### src/rtl/mc_control_fsm.sv
// mc_control_fsm: multi-cycle MIPS control sequencer.
// Moves each instruction through FETCH/DECODE/EXEC/MEM/WB and handshakes with
// variable-latency instruction and data memories. Illegal opcodes and memory
// timeouts send it to a sticky TRAP state that only rst can leave. It also
// counts retired instructions.
// Ports:
//   clk, rst                      clock, synchronous active-high reset
//   run                           permit a new fetch (sampled in FETCH only)
//   opcode, funct                 IR[31:26], IR[5:0]
//   condZero                      ALU zero flag, used by beq/bne in EXEC
//   imem_ready, dmem_ready        memory completion
//   imem_req, dmem_req            memory requests
//   ir_write, pc_write, PCSrc     IR load, PC update and PC source select
//   regDst, regWrite, memToReg    register-file write controls
//   ALUSrc, ALUOp                 ALU operand select and operation
//   memWrite, mem_size, mem_signed  data-memory access controls
//   trap                          sticky error flag
//   retired                       retired-instruction count (wraps)
module mc_control_fsm #(
  parameter int unsigned ALUOP_W     = 4,
  parameter int unsigned TIMEOUT_CYC = 16,
  parameter bit          SIGNED_LD   = 1'b0,
  parameter int unsigned RET_W       = 32
) (
  input  logic               clk,
  input  logic               rst,
  input  logic               run,
  input  logic [5:0]         opcode,
  input  logic [5:0]         funct,
  input  logic               condZero,
  input  logic               imem_ready,
  input  logic               dmem_ready,
  output logic               imem_req,
  output logic               dmem_req,
  output logic               ir_write,
  output logic               pc_write,
  output logic [1:0]         PCSrc,
  output logic [1:0]         regDst,
  output logic               regWrite,
  output logic               ALUSrc,
  output logic [ALUOP_W-1:0] ALUOp,
  output logic               memWrite,
  output logic [1:0]         memToReg,
  output logic [1:0]         mem_size,
  output logic               mem_signed,
  output logic               trap,
  output logic [RET_W-1:0]   retired
);

  localparam int unsigned WAIT_W = (TIMEOUT_CYC > 1) ? $clog2(TIMEOUT_CYC) : 1;
  localparam logic [WAIT_W-1:0] WAIT_LAST =
    WAIT_W'((TIMEOUT_CYC > 0) ? TIMEOUT_CYC - 1 : 0);

  typedef enum logic [2:0] {
    S_FETCH, S_DECODE, S_EXEC, S_MEM, S_WB, S_TRAP
  } state_t;

  typedef enum logic [2:0] {
    C_ALU, C_LOAD, C_STORE, C_BEQ, C_BNE, C_J, C_JAL, C_JR
  } cls_t;

  typedef enum logic [3:0] {
    OP_AND  = 4'b0001, OP_XOR = 4'b0010, OP_OR  = 4'b0011,
    OP_ADD  = 4'b0101, OP_SUB = 4'b0110, OP_SLTU = 4'b1000,
    OP_SLT  = 4'b1001, OP_SLL = 4'b1010, OP_SRL = 4'b1011,
    OP_LUI  = 4'b1100
  } aluop_t;

  typedef struct packed {
    cls_t       cls;
    logic       rtype;
    aluop_t     aluop;
    logic       alusrc;
    logic [1:0] size;
    logic       sgn;
  } dec_t;

  state_t            state;
  dec_t              dec, dec_c;
  logic              legal;
  logic [WAIT_W-1:0] wait_cnt;
  logic              timeout;
  logic [3:0]        alu_code;

  assign timeout = (TIMEOUT_CYC != 0) && (wait_cnt == WAIT_LAST);
  assign ALUOp   = ALUOP_W'(alu_code);

  // Instruction decode; captured into dec during DECODE so EXEC/MEM/WB do not
  // depend on the IR after that point.
  always_comb begin
    dec_c.cls    = C_ALU;
    dec_c.rtype  = 1'b0;
    dec_c.aluop  = OP_ADD;
    dec_c.alusrc = 1'b1;
    dec_c.size   = 2'b00;
    dec_c.sgn    = 1'b0;
    legal        = 1'b1;
    case (opcode)
      6'b000000: begin
        dec_c.rtype  = 1'b1;
        dec_c.alusrc = 1'b0;
        case (funct)
          6'b100000, 6'b100001: dec_c.aluop = OP_ADD;
          6'b100010, 6'b100011: dec_c.aluop = OP_SUB;
          6'b100100: dec_c.aluop = OP_AND;
          6'b100101: dec_c.aluop = OP_OR;
          6'b100110: dec_c.aluop = OP_XOR;
          6'b101010: dec_c.aluop = OP_SLT;
          6'b101011: dec_c.aluop = OP_SLTU;
          6'b000000: dec_c.aluop = OP_SLL;
          6'b000010: dec_c.aluop = OP_SRL;
          6'b001000: dec_c.cls   = C_JR;
          default:   legal       = 1'b0;
        endcase
      end
      6'b001000, 6'b001001: dec_c.aluop = OP_ADD;
      6'b001100: dec_c.aluop = OP_AND;
      6'b001101: dec_c.aluop = OP_OR;
      6'b001010: dec_c.aluop = OP_SLT;
      6'b001011: dec_c.aluop = OP_SLTU;
      6'b001111: dec_c.aluop = OP_LUI;
      6'b000100: begin dec_c.cls = C_BEQ; dec_c.aluop = OP_SUB; dec_c.alusrc = 1'b0; end
      6'b000101: begin dec_c.cls = C_BNE; dec_c.aluop = OP_SUB; dec_c.alusrc = 1'b0; end
      6'b100011: dec_c.cls = C_LOAD;
      6'b100100: begin dec_c.cls = C_LOAD; dec_c.size = 2'b10; end
      6'b100101: begin dec_c.cls = C_LOAD; dec_c.size = 2'b01; end
      6'b100000: begin
        dec_c.cls = C_LOAD; dec_c.size = 2'b10; dec_c.sgn = 1'b1; legal = SIGNED_LD;
      end
      6'b100001: begin
        dec_c.cls = C_LOAD; dec_c.size = 2'b01; dec_c.sgn = 1'b1; legal = SIGNED_LD;
      end
      6'b101011: dec_c.cls = C_STORE;
      6'b101000: begin dec_c.cls = C_STORE; dec_c.size = 2'b10; end
      6'b101001: begin dec_c.cls = C_STORE; dec_c.size = 2'b01; end
      6'b000010: begin dec_c.cls = C_J;   dec_c.alusrc = 1'b0; end
      6'b000011: begin dec_c.cls = C_JAL; dec_c.alusrc = 1'b0; end
      default:   legal = 1'b0;
    endcase
  end

  always_ff @(posedge clk) begin
    if (rst) begin
      state    <= S_FETCH;
      dec      <= '0;
      wait_cnt <= '0;
      retired  <= '0;
    end else begin
      case (state)
        S_FETCH: begin
          if (run) begin
            if (imem_ready)   state    <= S_DECODE;
            else if (timeout) state    <= S_TRAP;
            else              wait_cnt <= wait_cnt + 1'b1;
          end
        end
        S_DECODE: begin
          dec   <= dec_c;
          state <= legal ? S_EXEC : S_TRAP;
        end
        S_EXEC: begin
          case (dec.cls)
            C_ALU: state <= S_WB;
            C_LOAD, C_STORE: begin
              state    <= S_MEM;
              wait_cnt <= '0;
            end
            default: begin
              state    <= S_FETCH;
              wait_cnt <= '0;
              retired  <= retired + 1'b1;
            end
          endcase
        end
        S_MEM: begin
          if (dmem_ready) begin
            if (dec.cls == C_STORE) begin
              state    <= S_FETCH;
              wait_cnt <= '0;
              retired  <= retired + 1'b1;
            end else begin
              state <= S_WB;
            end
          end else if (timeout) begin
            state <= S_TRAP;
          end else begin
            wait_cnt <= wait_cnt + 1'b1;
          end
        end
        S_WB: begin
          state    <= S_FETCH;
          wait_cnt <= '0;
          retired  <= retired + 1'b1;
        end
        default: state <= S_TRAP;
      endcase
    end
  end

  // Mealy terms (fetch handshake, branch condition) are combined with the
  // registered state here; everything is forced low while rst is asserted.
  always_comb begin
    imem_req   = 1'b0;
    dmem_req   = 1'b0;
    ir_write   = 1'b0;
    pc_write   = 1'b0;
    PCSrc      = 2'b00;
    regDst     = 2'b00;
    regWrite   = 1'b0;
    ALUSrc     = 1'b0;
    alu_code   = '0;
    memWrite   = 1'b0;
    memToReg   = 2'b00;
    mem_size   = 2'b00;
    mem_signed = 1'b0;
    trap       = 1'b0;
    if (!rst) begin
      case (state)
        S_FETCH: begin
          imem_req = run;
          if (run && imem_ready) begin
            ir_write = 1'b1;
            pc_write = 1'b1;
          end
        end
        S_EXEC: begin
          alu_code = dec.aluop;
          ALUSrc   = dec.alusrc;
          case (dec.cls)
            C_BEQ: begin pc_write = condZero;  PCSrc = 2'b11; end
            C_BNE: begin pc_write = !condZero; PCSrc = 2'b11; end
            C_J:   begin pc_write = 1'b1;      PCSrc = 2'b01; end
            C_JR:  begin pc_write = 1'b1;      PCSrc = 2'b10; end
            C_JAL: begin
              pc_write = 1'b1;
              PCSrc    = 2'b01;
              regWrite = 1'b1;
              regDst   = 2'b10;
              memToReg = 2'b10;
            end
            default: ;
          endcase
        end
        S_MEM: begin
          dmem_req   = 1'b1;
          memWrite   = (dec.cls == C_STORE);
          mem_size   = dec.size;
          mem_signed = dec.sgn;
          alu_code   = OP_ADD;
          ALUSrc     = 1'b1;
        end
        S_WB: begin
          regWrite = 1'b1;
          regDst   = dec.rtype ? 2'b01 : 2'b00;
          memToReg = (dec.cls == C_LOAD) ? 2'b01 : 2'b00;
          alu_code = dec.aluop;
          ALUSrc   = dec.alusrc;
        end
        S_TRAP: trap = 1'b1;
        default: ;
      endcase
    end
  end

endmodule

### config.mk
export PLATFORM = sky130hd
export DESIGN_NAME = mc_control_fsm
export DESIGN_NICKNAME = d
export VERILOG_FILES = /design/src/rtl/mc_control_fsm.sv
export SDC_FILE = /design/constraint.sdc
export NUM_CORES = 1
export LEC_CHECK = 0
export BUFFER_PORTS_ARGS = -buffer_cell sky130_fd_sc_hd__buf_2
export CORE_UTILIZATION = 45
export DETAILED_ROUTE_END_ITERATION = 10
export PLACE_DENSITY = 0.7
export SLEW_MARGIN = 30
export SYNTH_ARGS = -nofsm -noshare
export SYNTH_HDL_FRONTEND = slang
export SYNTH_SLANG_ARGS = --single-unit
### constraint.sdc
create_clock -name clk -period 2.6 [get_ports clk]
set_input_delay 0.26 -clock clk [delete_from_list [all_inputs] [get_ports clk]]
set_output_delay 0.26 -clock clk [all_outputs]
set_load 0.01 [all_outputs]
==> results.json, run 1 <==
{
  "outcome": "finished clean",
  "cpPeakStageDelay_ns": 0.71,
  "sequential_fraction_of_the_synthesis_area_pct": 31.2,
  "critical_path.n_buffers_inverters": 0,
  "tritoncts.num_buffers": 5,
  "detail_route.vias_per_cell": 5.85,
  "antenna-diode-count": 0,
  "min_period_ns": 2.38,
  "synth.area.top_cells": "sky130_fd_sc_hd__dfxtp_1, sky130_fd_sc_hd__a21oi_1, sky130_fd_sc_hd__nor2_1",
  "synth-xor-area-share_pct": 3.74,
  "die_h_um": 87.3,
  "clk_path_buf_depth": 2,
  "cell_area_reported_after_detailed_placement_sq_um": 3660,
  "share_of_synthesized_area_spent_on_multiplexers_pct": 0.649,
  "final.setup.tns_ns": 0,
  "global_route_wire_length_before_repair_um": 13100,
  "synth-edff-count": 0,
  "synth_adder_area_share_pct": 0.764,
  "synth_simple_gate_area_share_pct": 31.9,
  "yosys.cell_types.count": 53,
  "final.setup_skew_ns": 0.00990,
  "drc": 0,
  "path_delay_family": "simple AND/OR/NAND/NOR gates",
  "cts_tree": "yes",
  "share_of_flip_flops_with_an_asynchronous_set_or_reset_pct": 0,
  "nFillCells": 733,
  "drt-wirelength-per-cell_um": 13.9,
  "origin_of_the_worst_min_delay_path": "dmem_ready",
  "syn_to_final_growth_pct": 14.4,
  "synth_top_flop_cell": "sky130_fd_sc_hd__dfxtp_1",
  "antenna_violations_before_repair": 0,
  "worst_flop_to_flop_path_startpoint": "state[1]$_SDFFE_PP0P_",
  "clk_latency_ns": 0.31,
  "static_leakage_nw": 1.39,
  "synth_area_sq_um": 3280,
  "hpwl_um": 5910,
  "design.final.nets": 512,
  "cts.reportedPaths.clkPinSlew_ns": 0.08,
  "share_of_the_synthesized_area_in_compound_gates_ao_oa_aoi_oai_pct": 24.8,
  "routed_wirelength_um": 8190,
  "slowest_stage": "sky130_fd_sc_hd__dfxtp_1",
  "synth_area_leader_cell": "sky130_fd_sc_hd__dfxtp_1",
  "synthesized_flop_and_latch_total": 51,
  "share_of_the_clock_period_used_by_the_worst_path_pct": 91.7,
  "die_footprint_sq_um": 7630,
  "vias": 3442,
  "tightestPinTransition_ns": 0.635,
  "grt_max_degree": 31,
  "grt-ovfl-total": 0,
  "design.portCount": 71,
  "detailedRoute.firstIterationViolations": 171,
  "cts_setup_buffers": 0,
  "detail_route.first_pass.iterations": 4,
  "timing.critical_path.from_type": "flop",
  "power_density_relative_to_cell_area_nw_per_um2": 415,
  "ys.warnings.count": 0,
  "ant_nets": 0,
  "place_congestion": 0.903,
  "critical_path_end_type": "flop",
  "max_capacitance_violation_count": 0,
  "htree_levels": 2,
  "cts_repair_resize_count": 0,
  "global_route.usage.total_pct": 21.1,
  "synth.net_count": 459,
  "core_sq_um": 6910,
  "starting_density_of_the_core_pct": 47.4,
  "clockRootBuffer": "sky130_fd_sc_hd__clkbuf_8",
  "layout.cell_area.non_filler_sq_um": 3750,
  "peakVddDrop_v": 0.000204,
  "data_arrival_at_the_endpoint_of_the_critical_path_ns": 2.62,
  "fp.dieW_um": 87.3,
  "synth.avg_cell_area_sq_um": 7.46,
  "setup_slack_ns": 0.217,
  "timing.critical_path.required_ns": 2.84,
  "maxSlewViolCount": 0,
  "criticalPathCategory": "reg2reg",
  "final_layout_size_suffix_gt1_share_pct": 18.9,
  "achievable-frequency_ghz": 0.420,
  "timing.hold.worst.class": "in2reg",
  "worstPathMaxFanout": 18,
  "place.port_buffers": 70,
  "final_hold_viol_count": 0,
  "num_rows": 30,
  "final-setup-viol-count": 0,
  "count_of_hold_buffers_inserted_by_post_cts_repair": 0,
  "synthesized_instance_count": 439,
  "dpl_ws_ns": 0.251,
  "first_global_vias": 2846,
  "grt_setup_unrepaired": "no",
  "path_cells": "nand2b_4 > a2bb2oi_1 > or3_1 > or4_1 > a21oi_1",
  "cts.sinks": 51,
  "critPathLaunch": "state[1]$_SDFFE_PP0P_",
  "post-synth-top-area-fraction_pct": 31.2,
  "post-layout-total-power_mw": 1.56,
  "max_slew_margin_pct": 57.4,
  "synth_top_family_by_area": "simple AND/OR/NAND/NOR gates"
}
==> Yosys cell counts, types with 12 or more instances <==
master                      n
sky130_fd_sc_hd__or4_1     21
sky130_fd_sc_hd__inv_1     15
sky130_fd_sc_hd__o21ai_0   24
sky130_fd_sc_hd__clkbuf_1  25
sky130_fd_sc_hd__a21oi_1   43
sky130_fd_sc_hd__o31ai_1   19
sky130_fd_sc_hd__nand3_1   12
sky130_fd_sc_hd__dfxtp_1   51
sky130_fd_sc_hd__nor2_1    44
sky130_fd_sc_hd__nor4_1    12
sky130_fd_sc_hd__nand2_1   33
==> state kept, by name (all words and copies together) (netlist names) <==
signal,cells
dec,12
state,3
retired,32
wait_cnt,4
==> cell type report <==
cell class / instances / area (sq um) / share of cell area [%]
clock buffer: 5 / 68.8 / 1.84
clock inverter: 2 / 13.8 / 0.367
inverter: 15 / 56.3 / 1.50
multi-input combinational: 337 / 2030 / 54.1
sequential: 51 / 1020 / 27.2
tap: 96 / 120 / 3.21
timing repair buffer: 82 / 440 / 11.8
==> cell families (layout without fill, tap and decap cells) <==
logic type / count (synthesis) / count (layout)
buffers and inverters: 51 / 104
AOI/OAI and AO/OA: 129 / 129
xor gates and xnor gates: 14 / 14
DFF: 51 / 51
and+or+nand+nor: 190 / 190
muxes: 2 / 2
adders and majority gates: 2 / 2
==> metrics by stage <==
step           hold slack (ns)  cells  util [%]
3_5_place_dp             0.449    581      53.1
4_1_cts                  0.288    588      54.3
3_3_place_gp             0.438    581      53.1
2_1_floorplan            0.427    439         -
6_report                 0.300    588      54.3
5_1_grt                  0.304    588      54.3
==> power by group <==
| group | leakage, nW | switching, mW | internal [mW] |
|---|---|---|---|
| logic | 0.929 | 0.163 | 0.104 |
| clock network | 0.0440 | 0.262 | 0.185 |
| registers | 0.412 | 0.0370 | 0.805 |
| total | 1.39 | 0.462 | 1.09 |
==> path summary, 6_finish.rpt <==
check / endpoint / slack (ns) / cells after the start
worst max-delay path: retired[31]$_SDFFE_PP0P_ / 0.22 / 5
worst min-delay path: state[1]$_SDFFE_PP0P_ / 0.30 / 3
worst max register to register: retired[31]$_SDFFE_PP0P_ / 0.22 / 5
worst min register to register: dec[0]$_SDFFE_PP0P_ / 0.46 / 2
==> routing by layer <==
| layer | track usage, % | vias up | share of wire, % |
|---|---|---|---|
| met1 | 28.2 | 1620 | 47 |
| li1 | - | 1737 | - |
| met5 | 0 | - | 0 |
| met2 | 35.1 | 77 | 48 |
| met3 | 3.22 | 8 | 3.8 |
| met4 | 6.41 | 0 | 1.2 |
==> tightest hold or removal path, stage by stage <==
cell	delay, ns
sky130_fd_sc_hd__buf_2	0.11
sky130_fd_sc_hd__nand4b_1	0.11
sky130_fd_sc_hd__a31oi_1	0.08
==> cell usage in the layout (no fill, tap or decap), drive strengths merged, types with 3 or more instances in the layout <==
cell type  netlist  layout
xnor2           10      10
nor2b            7       7
nor3b            5       5
nand3b           3       3
a211oi          11      11
a21o             3       3
and3             8       8
nand4           11      11
nand2           33      33
dfxtp           51      51
and2             6       6
xor2             4       4
nor4            12      12
a21oi           43      43
a31oi            4       4
buf             11      82
nor3             5       5
nor2            44      44
a2bb2oi          3       3
nand3           12      12
inv             15      15
or3              8       8
nand2b           8       8
o21ai           24      24
a2111oi          5       5
or4             21      21
o31ai           19      19
clkbuf          25       5
Note: power is estimated with default switching activity, not from simulation.
==> run 2: changes to the inputs <==
--- a/config.mk
+++ b/config.mk
@@ -6,6 +6,7 @@
 export NUM_CORES = 1
 export LEC_CHECK = 0
 export BUFFER_PORTS_ARGS = -buffer_cell sky130_fd_sc_hd__buf_2
+export CORE_ASPECT_RATIO = 0.7
 export CORE_UTILIZATION = 45
 export DETAILED_ROUTE_END_ITERATION = 10
 export PLACE_DENSITY = 0.7
==> results.json, run 2 (synthesis results as in run 1) <==
{
  "fp.dieW_um": 104,
  "worst_flop_to_flop_path_startpoint": "dec[9]$_SDFFE_PP0P_",
  "grt-ovfl-total": 0,
  "global_route.usage.total_pct": 23.6,
  "cts_tree": "yes",
  "clk_latency_ns": 0.30,
  "power_density_relative_to_cell_area_nw_per_um2": 416,
  "grt_setup_unrepaired": "no",
  "ant_nets": 0,
  "critical_path_end_type": "flop",
  "timing.hold.worst.class": "in2reg",
  "tightestPinTransition_ns": 0.587,
  "place_congestion": 0.908,
  "num_rows": 25,
  "final-setup-viol-count": 0,
  "hold_ws_ns": 0.303,
  "detail_route.vias_per_cell": 5.90,
  "path_cells": "a211oi_1 > o2bb2ai_1 > or3_1 > or4_1 > a21oi_1",
  "drc": 0,
  "criticalPathCategory": "reg2reg",
  "cts_repair_resize_count": 0,
  "hpwl_um": 6370,
  "global_route_wire_length_before_repair_um": 14600,
  "die_footprint_sq_um": 7630,
  "design.portCount": 71,
  "max_capacitance_violation_count": 0,
  "dpl_ws_ns": 0.314,
  "cts.reportedPaths.clkPinSlew_ns": 0.09,
  "routed_wirelength_um": 8730,
  "largest_reg_flops": 32,
  "outcome": "finished clean",
  "timing.critical_path.from_type": "flop",
  "vias": 3464,
  "largest_register": "retired",
  "cts_setup_buffers": 0,
  "r2r_setup_slk_ns": 0.28,
  "final.setup_skew_ns": 0.00565,
  "cell_area_reported_after_detailed_placement_sq_um": 3670,
  "share_of_the_clock_period_used_by_the_worst_path_pct": 89.4,
  "final_hold_viol_count": 0,
  "syn_to_final_growth_pct": 14.5,
  "min_period_ns": 2.32,
  "worstPathMaxFanout": 18,
  "clk_path_buf_depth": 2,
  "peakVddDrop_v": 0.000253,
  "slowest_stage": "sky130_fd_sc_hd__or3_1",
  "final_layout_size_suffix_gt1_share_pct": 19.1,
  "detailedRoute.firstIterationViolations": 196,
  "timing.critical_path.required_ns": 2.83,
  "achievable-frequency_ghz": 0.430,
  "critical_path.endpoint": "retired[27]$_SDFFE_PP0P_",
  "regToRegEndpoint": "retired[27]$_SDFFE_PP0P_",
  "critPathLaunch": "dec[9]$_SDFFE_PP0P_",
  "whs_path_depth": 2,
  "starting_density_of_the_core_pct": 47.6,
  "fin_util_pct": 54.5,
  "tritoncts.num_buffers": 5,
  "core_sq_um": 6880,
  "max_slew_margin_pct": 59.8,
  "cts.sinks": 51,
  "place.port_buffers": 70,
  "antenna-diode-count": 0,
  "htree_levels": 2,
  "setup_slack_ns": 0.275,
  "cpPeakStageDelay_ns": 0.62,
  "maxSlewViolCount": 0,
  "drt-wirelength-per-cell_um": 14.9,
  "first_global_vias": 2963,
  "layout.cell_area.non_filler_sq_um": 3750,
  "die_h_um": 73.4,
  "layout.cells.most_common": "sky130_fd_sc_hd__buf_2",
  "origin_of_the_worst_min_delay_path": "rst",
  "r2r.worst_path.cells": 5,
  "detail_route.first_pass.iterations": 4,
  "design.final.nets": 513,
  "final.setup.tns_ns": 0,
  "count_of_hold_buffers_inserted_by_post_cts_repair": 0,
  "antenna_violations_before_repair": 0,
  "layout_common_cells": "sky130_fd_sc_hd__buf_2, sky130_fd_sc_hd__dfxtp_1, sky130_fd_sc_hd__nor2_1",
  "largestRegisters": "retired x32, dec x12, wait_cnt x4",
  "data_arrival_at_the_endpoint_of_the_critical_path_ns": 2.56,
  "clockRootBuffer": "sky130_fd_sc_hd__clkbuf_8",
  "grt_max_degree": 46,
  "static_leakage_nw": 1.39
}
==> run 2: through the flow <==
step | std cells | power [mW]
after CTS | 587 | 1.57
final | 587 | 1.56
after global routing | 587 | 1.65
after global placement | 580 | 1.12
after floorplan | 439 | 1.05
after detailed placement | 580 | 1.12
==> run 2: routing by layer <==
layer / vias to the layer above / track usage, % / wire [um]
met2: 106 / 32.0 / 3420
met3: 10 / 4.53 / 569
met1: 1606 / 37.1 / 4660
li1: 1742 / - / -
met4: 0 / 5.87 / 77
met5: - / 0 / 0
==> run 2: cell type report <==
cell class | instances | area [sq um]
clock inverter | 2 | 13.8
multi-input combinational | 337 | 2030
sequential | 51 | 1020
clock buffer | 5 | 68.8
fill | 664 | 3130
inverter | 15 | 56.3
tap | 94 | 118
timing repair buffer | 83 | 448
==> run 2: worst max-delay path, delay by kind of cell, from the launching register on <==
family	cells	cell delay (ns)
compound gates	3	0.51
flops	1	0.55
simple gates	2	1.20
==> run 2: worst min path at each step <==
stage | end | slack [ns]
6_report | dec[4]$_SDFFE_PP0P_ | 0.30
3_3_place_gp | dec[0]$_SDFFE_PP0P_ | 0.44
3_5_place_dp | dec[0]$_SDFFE_PP0P_ | 0.44
5_1_grt | dec[4]$_SDFFE_PP0P_ | 0.29
4_1_cts | dec[4]$_SDFFE_PP0P_ | 0.30
2_1_floorplan | dec[0]$_SDFFE_PP0P_ | 0.43
==> run 2: report_power, final <==
part | total (mW) | switching [mW] | internal, mW | leakage, nW
registers | 0.837 | 0.0329 | 0.805 | 0.412
logic | 0.274 | 0.170 | 0.104 | 0.937
clock network | 0.448 | 0.263 | 0.185 | 0.0440
total | 1.56 | 0.466 | 1.09 | 1.39
